## src/rtl/station_pkg.sv

```systemverilog
// rtl/station_pkg.sv - shared sizes and types for the P-WQE station slot pool
package station_pkg;
  localparam int SLOT_NUM        = 8;
  localparam int SLOT_ADDR_WIDTH = $clog2(SLOT_NUM);
  localparam int PWQE_WIDTH      = 512;
  localparam int GRP_WIDTH       = 2;
  localparam int OCC_WIDTH       = SLOT_ADDR_WIDTH + 1;

  typedef logic [SLOT_ADDR_WIDTH-1:0] slot_idx_t;
  typedef logic [GRP_WIDTH-1:0]       grp_t;
  typedef logic [PWQE_WIDTH-1:0]      pwqe_t;
  typedef logic [OCC_WIDTH-1:0]       occ_t;
endpackage

```

## src/rtl/station_slot_pool_if.sv

```systemverilog
// rtl/station_slot_pool_if.sv - alloc/read/release bus of the station slot pool
interface station_slot_pool_if;
  import station_pkg::*;

  logic                          i_alloc_req;
  pwqe_t                         i_alloc_din;
  grp_t                          i_alloc_grp;
  logic                          o_alloc_gnt;
  slot_idx_t                     o_alloc_addr;
  logic                          i_rd_req;
  slot_idx_t                     i_rd_addr;
  logic                          o_rd_vld;
  pwqe_t                         o_rd_data;
  logic                          o_rd_miss;
  logic [SLOT_NUM-1:0]           o_slot_status;
  logic [SLOT_NUM*GRP_WIDTH-1:0] o_slot_grp;
  logic                          i_rel_req;
  slot_idx_t                     i_rel_addr;
  logic                          o_rel_err;
  occ_t                          o_occupancy;
  logic                          o_full;
  logic                          o_empty;

  modport master (
    output i_alloc_req, i_alloc_din, i_alloc_grp, i_rd_req, i_rd_addr, i_rel_req, i_rel_addr,
    input  o_alloc_gnt, o_alloc_addr, o_rd_vld, o_rd_data, o_rd_miss, o_slot_status,
           o_slot_grp, o_rel_err, o_occupancy, o_full, o_empty
  );

  modport slave (
    input  i_alloc_req, i_alloc_din, i_alloc_grp, i_rd_req, i_rd_addr, i_rel_req, i_rel_addr,
    output o_alloc_gnt, o_alloc_addr, o_rd_vld, o_rd_data, o_rd_miss, o_slot_status,
           o_slot_grp, o_rel_err, o_occupancy, o_full, o_empty
  );
endinterface

```

## src/rtl/station_slot_alloc.sv

```systemverilog
// rtl/station_slot_alloc.sv - slot status vector, lowest-free allocator, occupancy and release check
module station_slot_alloc
  import station_pkg::*;
(
  input  logic                clk,
  input  logic                rst,
  input  logic                alloc_req,
  output logic                alloc_gnt,
  output slot_idx_t           alloc_addr,
  input  logic                rel_req,
  input  slot_idx_t           rel_addr,
  output logic                rel_err,
  output logic [SLOT_NUM-1:0] status,
  output occ_t                occupancy,
  output logic                full,
  output logic                empty
);
  logic                rel_in_range;
  logic                rel_ok;
  logic [SLOT_NUM-1:0] set_mask;
  logic [SLOT_NUM-1:0] clr_mask;

  // Scan from the top so the lowest free index wins.
  always_comb begin
    alloc_addr = '0;
    for (int i = SLOT_NUM - 1; i >= 0; i--) begin
      if (!status[i]) alloc_addr = slot_idx_t'(i);
    end
  end

  assign full         = (occupancy == OCC_WIDTH'(SLOT_NUM));
  assign empty        = (occupancy == '0);
  assign alloc_gnt    = alloc_req & ~full;
  assign rel_in_range = (32'(rel_addr) < SLOT_NUM);
  assign rel_ok       = rel_req & rel_in_range & status[rel_addr];
  assign set_mask     = alloc_gnt ? (SLOT_NUM'(1) << alloc_addr) : '0;
  assign clr_mask     = rel_ok ? (SLOT_NUM'(1) << rel_addr) : '0;

  // Grant and release always target different slots: the grant picks a free one.
  always_ff @(posedge clk or posedge rst) begin
    if (rst) begin
      status    <= '0;
      occupancy <= '0;
      rel_err   <= 1'b0;
    end else begin
      status    <= (status | set_mask) & ~clr_mask;
      occupancy <= occupancy + OCC_WIDTH'(alloc_gnt) - OCC_WIDTH'(rel_ok);
      rel_err   <= rel_req & ~rel_ok;
    end
  end
endmodule

```

## src/rtl/station_slot_pool.sv

```systemverilog
// rtl/station_slot_pool.sv - P-WQE station buffer: payload/tag store, read register, allocator
module station_slot_pool
  import station_pkg::*;
(
  input  logic                clk,
  input  logic                rst,
  station_slot_pool_if.slave  bus
);
  logic [SLOT_NUM-1:0] status;
  pwqe_t               mem [SLOT_NUM];
  grp_t                tag [SLOT_NUM];
  logic                rd_in_range;
  logic                rd_vld;
  logic                rd_miss;
  pwqe_t               rd_data;

  station_slot_alloc u_alloc (
    .clk        (clk),
    .rst        (rst),
    .alloc_req  (bus.i_alloc_req),
    .alloc_gnt  (bus.o_alloc_gnt),
    .alloc_addr (bus.o_alloc_addr),
    .rel_req    (bus.i_rel_req),
    .rel_addr   (bus.i_rel_addr),
    .rel_err    (bus.o_rel_err),
    .status     (status),
    .occupancy  (bus.o_occupancy),
    .full       (bus.o_full),
    .empty      (bus.o_empty)
  );

  assign rd_in_range       = (32'(bus.i_rd_addr) < SLOT_NUM);
  assign bus.o_slot_status = status;
  assign bus.o_rd_vld      = rd_vld;
  assign bus.o_rd_miss     = rd_miss;
  assign bus.o_rd_data     = rd_data;

  for (genvar g = 0; g < SLOT_NUM; g++) begin : g_grp
    assign bus.o_slot_grp[g*GRP_WIDTH +: GRP_WIDTH] = tag[g];
  end

  always_ff @(posedge clk) begin
    if (bus.o_alloc_gnt) mem[bus.o_alloc_addr] <= bus.i_alloc_din;
  end

  always_ff @(posedge clk or posedge rst) begin
    if (rst) begin
      for (int i = 0; i < SLOT_NUM; i++) tag[i] <= '0;
    end else if (bus.o_alloc_gnt) begin
      tag[bus.o_alloc_addr] <= bus.i_alloc_grp;
    end
  end

  // Read sees pre-edge memory and status, so a same-cycle alloc returns the old payload.
  always_ff @(posedge clk or posedge rst) begin
    if (rst) begin
      rd_vld  <= 1'b0;
      rd_miss <= 1'b0;
      rd_data <= '0;
    end else begin
      rd_vld <= bus.i_rd_req;
      if (bus.i_rd_req) begin
        rd_miss <= ~(rd_in_range & status[bus.i_rd_addr]);
        rd_data <= rd_in_range ? mem[bus.i_rd_addr] : '0;
      end
    end
  end
endmodule
```

## src/flat_wrapper.sv

```systemverilog
// flat-port wrapper written by rule: the top's interface ports become plain ports
module station_slot_pool_flat import station_pkg::*;
  (clk, rst, bus_i_alloc_req, bus_i_alloc_din, bus_i_alloc_grp, bus_i_rd_req, bus_i_rd_addr, bus_i_rel_req, bus_i_rel_addr, bus_o_alloc_gnt, bus_o_alloc_addr, bus_o_rd_vld, bus_o_rd_data, bus_o_rd_miss, bus_o_slot_status, bus_o_slot_grp, bus_o_rel_err, bus_o_occupancy, bus_o_full, bus_o_empty);
  station_slot_pool_if bus_i ();
  input  logic clk;
  input  logic rst;
  input wire logic [$bits(bus_i.i_alloc_req)-1:0] bus_i_alloc_req;
  input wire logic [$bits(bus_i.i_alloc_din)-1:0] bus_i_alloc_din;
  input wire logic [$bits(bus_i.i_alloc_grp)-1:0] bus_i_alloc_grp;
  input wire logic [$bits(bus_i.i_rd_req)-1:0] bus_i_rd_req;
  input wire logic [$bits(bus_i.i_rd_addr)-1:0] bus_i_rd_addr;
  input wire logic [$bits(bus_i.i_rel_req)-1:0] bus_i_rel_req;
  input wire logic [$bits(bus_i.i_rel_addr)-1:0] bus_i_rel_addr;
  output wire logic [$bits(bus_i.o_alloc_gnt)-1:0] bus_o_alloc_gnt;
  output wire logic [$bits(bus_i.o_alloc_addr)-1:0] bus_o_alloc_addr;
  output wire logic [$bits(bus_i.o_rd_vld)-1:0] bus_o_rd_vld;
  output wire logic [$bits(bus_i.o_rd_data)-1:0] bus_o_rd_data;
  output wire logic [$bits(bus_i.o_rd_miss)-1:0] bus_o_rd_miss;
  output wire logic [$bits(bus_i.o_slot_status)-1:0] bus_o_slot_status;
  output wire logic [$bits(bus_i.o_slot_grp)-1:0] bus_o_slot_grp;
  output wire logic [$bits(bus_i.o_rel_err)-1:0] bus_o_rel_err;
  output wire logic [$bits(bus_i.o_occupancy)-1:0] bus_o_occupancy;
  output wire logic [$bits(bus_i.o_full)-1:0] bus_o_full;
  output wire logic [$bits(bus_i.o_empty)-1:0] bus_o_empty;
  assign bus_i.i_alloc_req = bus_i_alloc_req;
  assign bus_i.i_alloc_din = bus_i_alloc_din;
  assign bus_i.i_alloc_grp = bus_i_alloc_grp;
  assign bus_i.i_rd_req = bus_i_rd_req;
  assign bus_i.i_rd_addr = bus_i_rd_addr;
  assign bus_i.i_rel_req = bus_i_rel_req;
  assign bus_i.i_rel_addr = bus_i_rel_addr;
  assign bus_o_alloc_gnt = bus_i.o_alloc_gnt;
  assign bus_o_alloc_addr = bus_i.o_alloc_addr;
  assign bus_o_rd_vld = bus_i.o_rd_vld;
  assign bus_o_rd_data = bus_i.o_rd_data;
  assign bus_o_rd_miss = bus_i.o_rd_miss;
  assign bus_o_slot_status = bus_i.o_slot_status;
  assign bus_o_slot_grp = bus_i.o_slot_grp;
  assign bus_o_rel_err = bus_i.o_rel_err;
  assign bus_o_occupancy = bus_i.o_occupancy;
  assign bus_o_full = bus_i.o_full;
  assign bus_o_empty = bus_i.o_empty;
  station_slot_pool u_core (.clk(clk), .rst(rst), .bus(bus_i));
endmodule
```

## config.mk

```make
export PLATFORM = sky130hd
export DESIGN_NAME = station_slot_pool_flat
export DESIGN_NICKNAME = d
export VERILOG_FILES = /design/src/rtl/station_pkg.sv /design/src/rtl/station_slot_pool_if.sv /design/src/rtl/station_slot_alloc.sv /design/src/rtl/station_slot_pool.sv /design/src/flat_wrapper.sv
export SDC_FILE = /design/constraint.sdc
export NUM_CORES = 2
export LEC_CHECK = 0
export BUFFER_PORTS_ARGS = -buffer_cell sky130_fd_sc_hd__clkbuf_2
export CAP_MARGIN = 10
export CORE_ASPECT_RATIO = 1.75
export CORE_MARGIN = 1
export CORE_UTILIZATION = 55
export CTS_CLUSTER_SIZE = 40
export DETAILED_ROUTE_END_ITERATION = 7
export PLACE_DENSITY_LB_ADDON = 0.15
export SKIP_CTS_REPAIR_TIMING = 1
export SYNTH_ARGS = -nofsm -noshare
export SYNTH_HDL_FRONTEND = slang
export SYNTH_SLANG_ARGS = --single-unit
```

## constraint.sdc

```tcl
create_clock -name clk -period 59 [get_ports clk]
set_input_delay 2.95 -clock clk [delete_from_list [all_inputs] [get_ports clk]]
set_output_delay 2.95 -clock clk [all_outputs]
set_load 0.01 [all_outputs]
```

=== After elaboration in Yosys (flattened, before gate mapping) ===
Memory sizes are Yosys's and may differ from the RTL's. A register that Yosys moved wholly into a read port is not among the register bits.
Index checks and enable logic that the tools add are counted.

* Register bits: 31
* RAM bits: 4096
* Bits of input ports: 525
* Output and inout bits: 549
* Word-level logic and storage cells: 54
* Memories: 1

* Add/sub/neg operators: 2
* Magnitude comparators: 4
* Equality and inequality tests: 1
* Shift operators: 2
* Muxes and demuxes: 19
* Bitwise logic cells: 10
* Reduce and logical (&&, ||, !) cells: 2

{| class="wikitable"
|+ Memories
! name !! words !! bits a word !! rd ports !! clocked after memory_dff !! write ports !! RTL line !! source
|-
| u_core.mem || 8 || 512 || 1 || 1 || 1 || station_slot_pool.sv:10 || <nowiki>pwqe_t mem [SLOT_NUM];</nowiki>
|}

{| class="wikitable"
|+ Operators with widths
! cell !! number
|-
| $mux W3 || 8
|-
| $bwmux W16 || 1
|-
| $mux W8 || 2
|-
| $shl A1 B3 Y8 const A || 2
|-
| $and A8 B8 Y8 || 1
|-
| $lt A3 B4 Y1 const B || 2
|-
| $not A8 Y8 || 1
|-
| $or A8 B8 Y8 || 1
|-
| $bmux W1 S3 || 2
|-
| $demux W2 S3 || 1
|-
| $add A4 B1 Y4 || 1
|-
| $eq A4 B4 Y1 const B || 1
|-
| $ge A4 B4 Y1 const B || 1
|-
| $logic_not A4 Y1 || 1
|-
| $lt A4 B1 Y1 const B || 1
|-
| $mux W1 || 4
|-
| $not A3 Y4 || 1
|-
| $sub A4 B1 Y4 || 1
|-
| $and A1 B1 Y1 || 3
|-
| $not A1 Y1 || 3
|-
| $mux W2 || 1
|-
| $logic_and A1 B1 Y1 || 1
|}

=== Depth between registers and ports, before layout ===
* Word-level depth: 14
* Mapped depth: 10
* Depth with buffers taken out: 10

=== Modules after synthesis ===
From an unflattened synthesis, not the netlist that was laid out.

* Cell total of the unflattened synthesis: 9258
* Area, all modules: 175671.0 µm²

{| class="wikitable"
|+ By module, submodules not included
! module !! instances !! cells an instance !! area an instance (µm²) !! seq. area each (µm²)
|-
| station_slot_pool || 1 || 9166 || 174847.7 || 136260.7
|-
| station_slot_alloc || 1 || 92 || 823.3 || 325.3
|}

=== Worst setup path after synthesis ===
No wires, ideal clock.

* Kind: input-to-reg
* Start: input bus_i_alloc_req
* End: register u_core.tag (netlist bit u_core.bus.o_slot_grp[2])
* Setup time: 201 ps
* Arrival: 44640 ps
* Required time: 58799 ps
* Path slack: 14160 ps
* Stages on the path: 3
* Buffers on the path: 0
* Cells stage by stage: nand2_1 > nor3b_1 > mux2_2

* Longest elaborated chain between the ends: 1

{| class="wikitable"
|+ RTL lines
! item !! RTL line !! source
|-
| start: declaration || flat_wrapper.sv:7 || <nowiki>input wire logic [$bits(bus_i.i_alloc_req)-1:0] bus_i_alloc_req;</nowiki>
|-
| $and A1 B1 Y1 || station_slot_alloc.sv:33 || <nowiki>assign alloc_gnt = alloc_req & ~full;</nowiki>
|-
| end signal: indexed assignment || station_slot_pool.sv:50 || <nowiki>tag[bus.o_alloc_addr] <= bus.i_alloc_grp;</nowiki>
|-
| end: declaration || station_slot_pool.sv:11 || <nowiki>grp_t tag [SLOT_NUM];</nowiki>
|}

Every way passes these cells.
A chain may end at the register's enable or synchronous reset.

=== Final worst setup path ===
* Start: input bus_i_alloc_req
* End: memory u_core.mem[6][383] in the netlist's numbering (enable)

* Longest elaborated chain between the ends: 3

{| class="wikitable"
|+ RTL lines
! item !! RTL line !! source
|-
| $and A1 B1 Y1 || station_slot_alloc.sv:33 ||
|-
| $mux W1 || station_slot_pool.sv:43 || <nowiki>if (bus.o_alloc_gnt) mem[bus.o_alloc_addr] <= bus.i_alloc_din;</nowiki>
|-
| $mux W1 (not written as such) || station_slot_pool.sv:43 ||
|-
| end: declaration || station_slot_pool.sv:10 ||
|}

Every way passes these cells.

==> results.cfg <==
[status]
outcome = completed

[floorplan]
placement_rows = 271
start_util = 0.552
dieWidth_um = 425
dieArea_sq_um = 315000
ios = 1074
chipHeight_um = 742
core_area_sq_um = 311000

[logic_synthesis]
ys_warn_count = 0
synth_area_leader_cell = edfxtp_1
post_synth.cell_area_avg_sq_um = 22.3
seq_area_frac_synth = 0.794
ys_top_cells_by_area = edfxtp_1 (72%), mux4_2 (13%), dfrtp_1 (7.9%)
ys.flop_type = edfxtp_1
synth_enable_flop_cells = 4096
post-synth-top-area-fraction = 0.715
post_synth_num_cell_types = 40
mappedNetlistNets = 8235
synth_async_sr_flop_share = 0.117
instance_count_of_the_mapped_netlist = 7703
synth-seq-cells = 4639
synth.cell_area_sq_um = 172000

[timing]
worst_clock_skew_ps = 42.3
slew_violations = 0
finalCritPeriodShare = 0.133
setup_repair_after_global_routing_missed_its_margin = no
final.hold.worst_slack_ps = 510
slew-limit-headroom = 0.258
report.final.hold_viol_count = 0
final.setup.tns_ps = 0
fmax_mhz = 127
max_slew.worst_pin.slew_ps = 1110
timing.final.crit_period_ps = 7860
report.final.setup_viol = 0

[setup_path]
worstSetupPathType = in2reg
cp-start-kind = primary input
path_max_fanout = 92
critical_path_required_ps = 59550
worstSetupEndpoint = u_core.mem[6][383]$_DFFE_PP_
worstReg2RegStart = u_core.u_alloc.occupancy[2]$_DFF_PP0_
crit_start = bus_i_alloc_req
rrSetupSlack_ps = 52410
worst-r2r-cell-count = 11
worstPathArrival_ps = 8410
timing.critical_path.to_type = flip-flop
reg2reg_to = u_core.mem[6][383]$_DFFE_PP_

[cts]
cts_inserted_buffers = 400
ctsRootBufferMaster = clkbuf_16
clk_latency_ps = 950
tritoncts = done
cts.sinks = 4639
cts-root-to-sink-buffers = 4
path_clk_slew_ps = 60
number_of_h_tree_branching_levels = 5

[detailed_routing]
drc_errors = 0
drt_first_iter_violations = 7029
detail_route.vias_per_cell = 6.05
wire_per_inst_um = 29.8
drt-pass1-iter-count = 8
antenna_left = 0
postRouteWirelength_um = 400000
route.vias.total = 81100

[power]
powerDensity_nw_per_um2 = 38.9
worst_ir_drop_vdd_mv = 0.0352
post-layout-total-power_mw = 7.59
leakagePower_nw = 66.6

[place]
placed_area_sq_um = 182000
detailedPlacementHpwl_um = 232000
io_buffers = 1073
place.gp.congestion = 0.822

[global_route]
grt_pass1_vias = 84800
largest_net_degree_at_the_start_of_global_routing = 142
initial_antenna_violation_count = 151
global_route.overflow_total = 0
grt_use_total = 0.254
grt_first_pass_wirelength_um = 582000

[layout]
multi_input_comb_area_sq_um = 33500
num-nets-final = 9452
register_area_sq_um = 137000
post_route_cells_drive_above_1_share = 0.311
flow.area_growth_from_synthesis_pct = 13.5
final.fill_count = 21400
fin_area_sq_um = 195000

[min_path]
worst_hold_path_type = reg2reg

[job]
drv_cap = 0
-- per-stage QoR --
stage,setup WS (ps),util,cells
5_1_grt,50900,0.627,13400
3_3_place_gp,50080,0.585,12600
4_1_cts,51110,0.627,13300
3_5_place_dp,50030,0.585,12600
2_1_floorplan,14160,-,7703
6_report,51140,0.627,13400
-- synth_stat cells, types with 14 or more instances --
master / n
edfxtp_1: 4096
mux4_2: 1028
dfrtp_1: 543
nor2_1: 515
a21oi_1: 514
mux2i_1: 514
buf_2: 165
clkbuf_1: 159
buf_1: 51
buf_6: 17
inv_1: 14
-- flip-flops by register name, indices dropped and copies added (netlist names) --
signal and count:
u_core.u_alloc.occupancy 4, u_core.bus.o_slot_grp 16, u_core.bus.o_rd_data 512, u_core.bus.o_rd_miss 1
u_core.bus.o_rd_vld 1, u_core.u_alloc.rel_err 1, u_core.mem 4096, u_core.u_alloc.status 8
-- logic make-up after synthesis --
logic type | count (synthesis) | share of synthesized area
AOI/OAI and AO/OA | 527 | 0.0156
xor gates and xnor gates | 2 | 0.000102
adders and majority gates | 7 | 0.000553
buffers and inverters | 419 | 0.0113
DFF | 4639 | 0.794
muxes | 1559 | 0.166
and+or+nand+nor | 550 | 0.0125
-- final cells by class --
| type | count | area share |
|---|---|---|
| multi-input cells | 2645 | 0.171 |
| clock buffers | 555 | 0.0577 |
| diodes | 65 | 0.000833 |
| well taps | 4095 | 0.0262 |
| flip-flops and latches | 4639 | 0.700 |
| clock inverters | 181 | 0.00946 |
| inverters | 15 | 0.000481 |
| repair buffers | 1219 | 0.0342 |
-- power by group --
group	switching, mW	total [mW]	internal (mW)
sequential	0.119	4.13	4.01
clock	1.16	2.64	1.48
combinational	0.544	0.824	0.280
total	1.82	7.59	5.76
-- cells in the final DEF (no fill, tap or decap), types with 4 or more instances in the layout --
cell type   count
clkbuf_1       97
bufinv_16      32
clkinvlp_4     15
nand4_1         4
inv_8           8
dfrtp_1       543
nor2_1        513
clkbuf_8       50
inv_1           9
buf_4         133
nand2_1        13
mux4_2       1028
inv_6           5
clkinv_4        4
clkbuf_16     408
mux2i_1       514
mux2_2         13
clkinv_1       34
nor2b_1         4
edfxtp_1     4096
clkbuf_2     1069
ha_1            6
diode_2        65
buf_12         14
a21oi_1       514
clkinv_2       82
-- metal layers --
metal	vias to the layer above	global-route usage	part of all wire
met5	-	0	0.0019
met4	124	0.0866	0.031
met3	652	0.0669	0.082
met2	2800	0.406	0.49
met1	43400	0.340	0.39
li1	34200	-	-
-- critical path: stages --
cell and delay (ps):
clkbuf_2 110, nand4_1 220, or3_1 570, inv_8 640
buf_4 770, buf_4 610, buf_4 590, buf_4 730
buf_4 830
-- how the worst min path moves through the flow --
stage / end / slack [ps] / cells after the start / start
5_1_grt: u_core.bus.o_slot_grp[14]$_DFFE_PP0P_ / 530 / 1 / u_core.bus.o_slot_grp[14]$_DFFE_PP0P_
2_1_floorplan: u_core.bus.o_slot_grp[14]$_DFFE_PP0P_ / 530 / 1 / u_core.bus.o_slot_grp[14]$_DFFE_PP0P_
3_3_place_gp: u_core.bus.o_slot_grp[2]$_DFFE_PP0P_ / 490 / 1 / u_core.bus.o_slot_grp[2]$_DFFE_PP0P_
6_report: u_core.bus.o_slot_grp[3]$_DFFE_PP0P_ / 510 / 1 / u_core.bus.o_slot_grp[3]$_DFFE_PP0P_
3_5_place_dp: u_core.bus.o_slot_grp[14]$_DFFE_PP0P_ / 490 / 1 / u_core.bus.o_slot_grp[14]$_DFFE_PP0P_
4_1_cts: u_core.bus.o_slot_grp[3]$_DFFE_PP0P_ / 510 / 1 / u_core.bus.o_slot_grp[3]$_DFFE_PP0P_
Note: power is estimated with default switching activity, not from simulation.
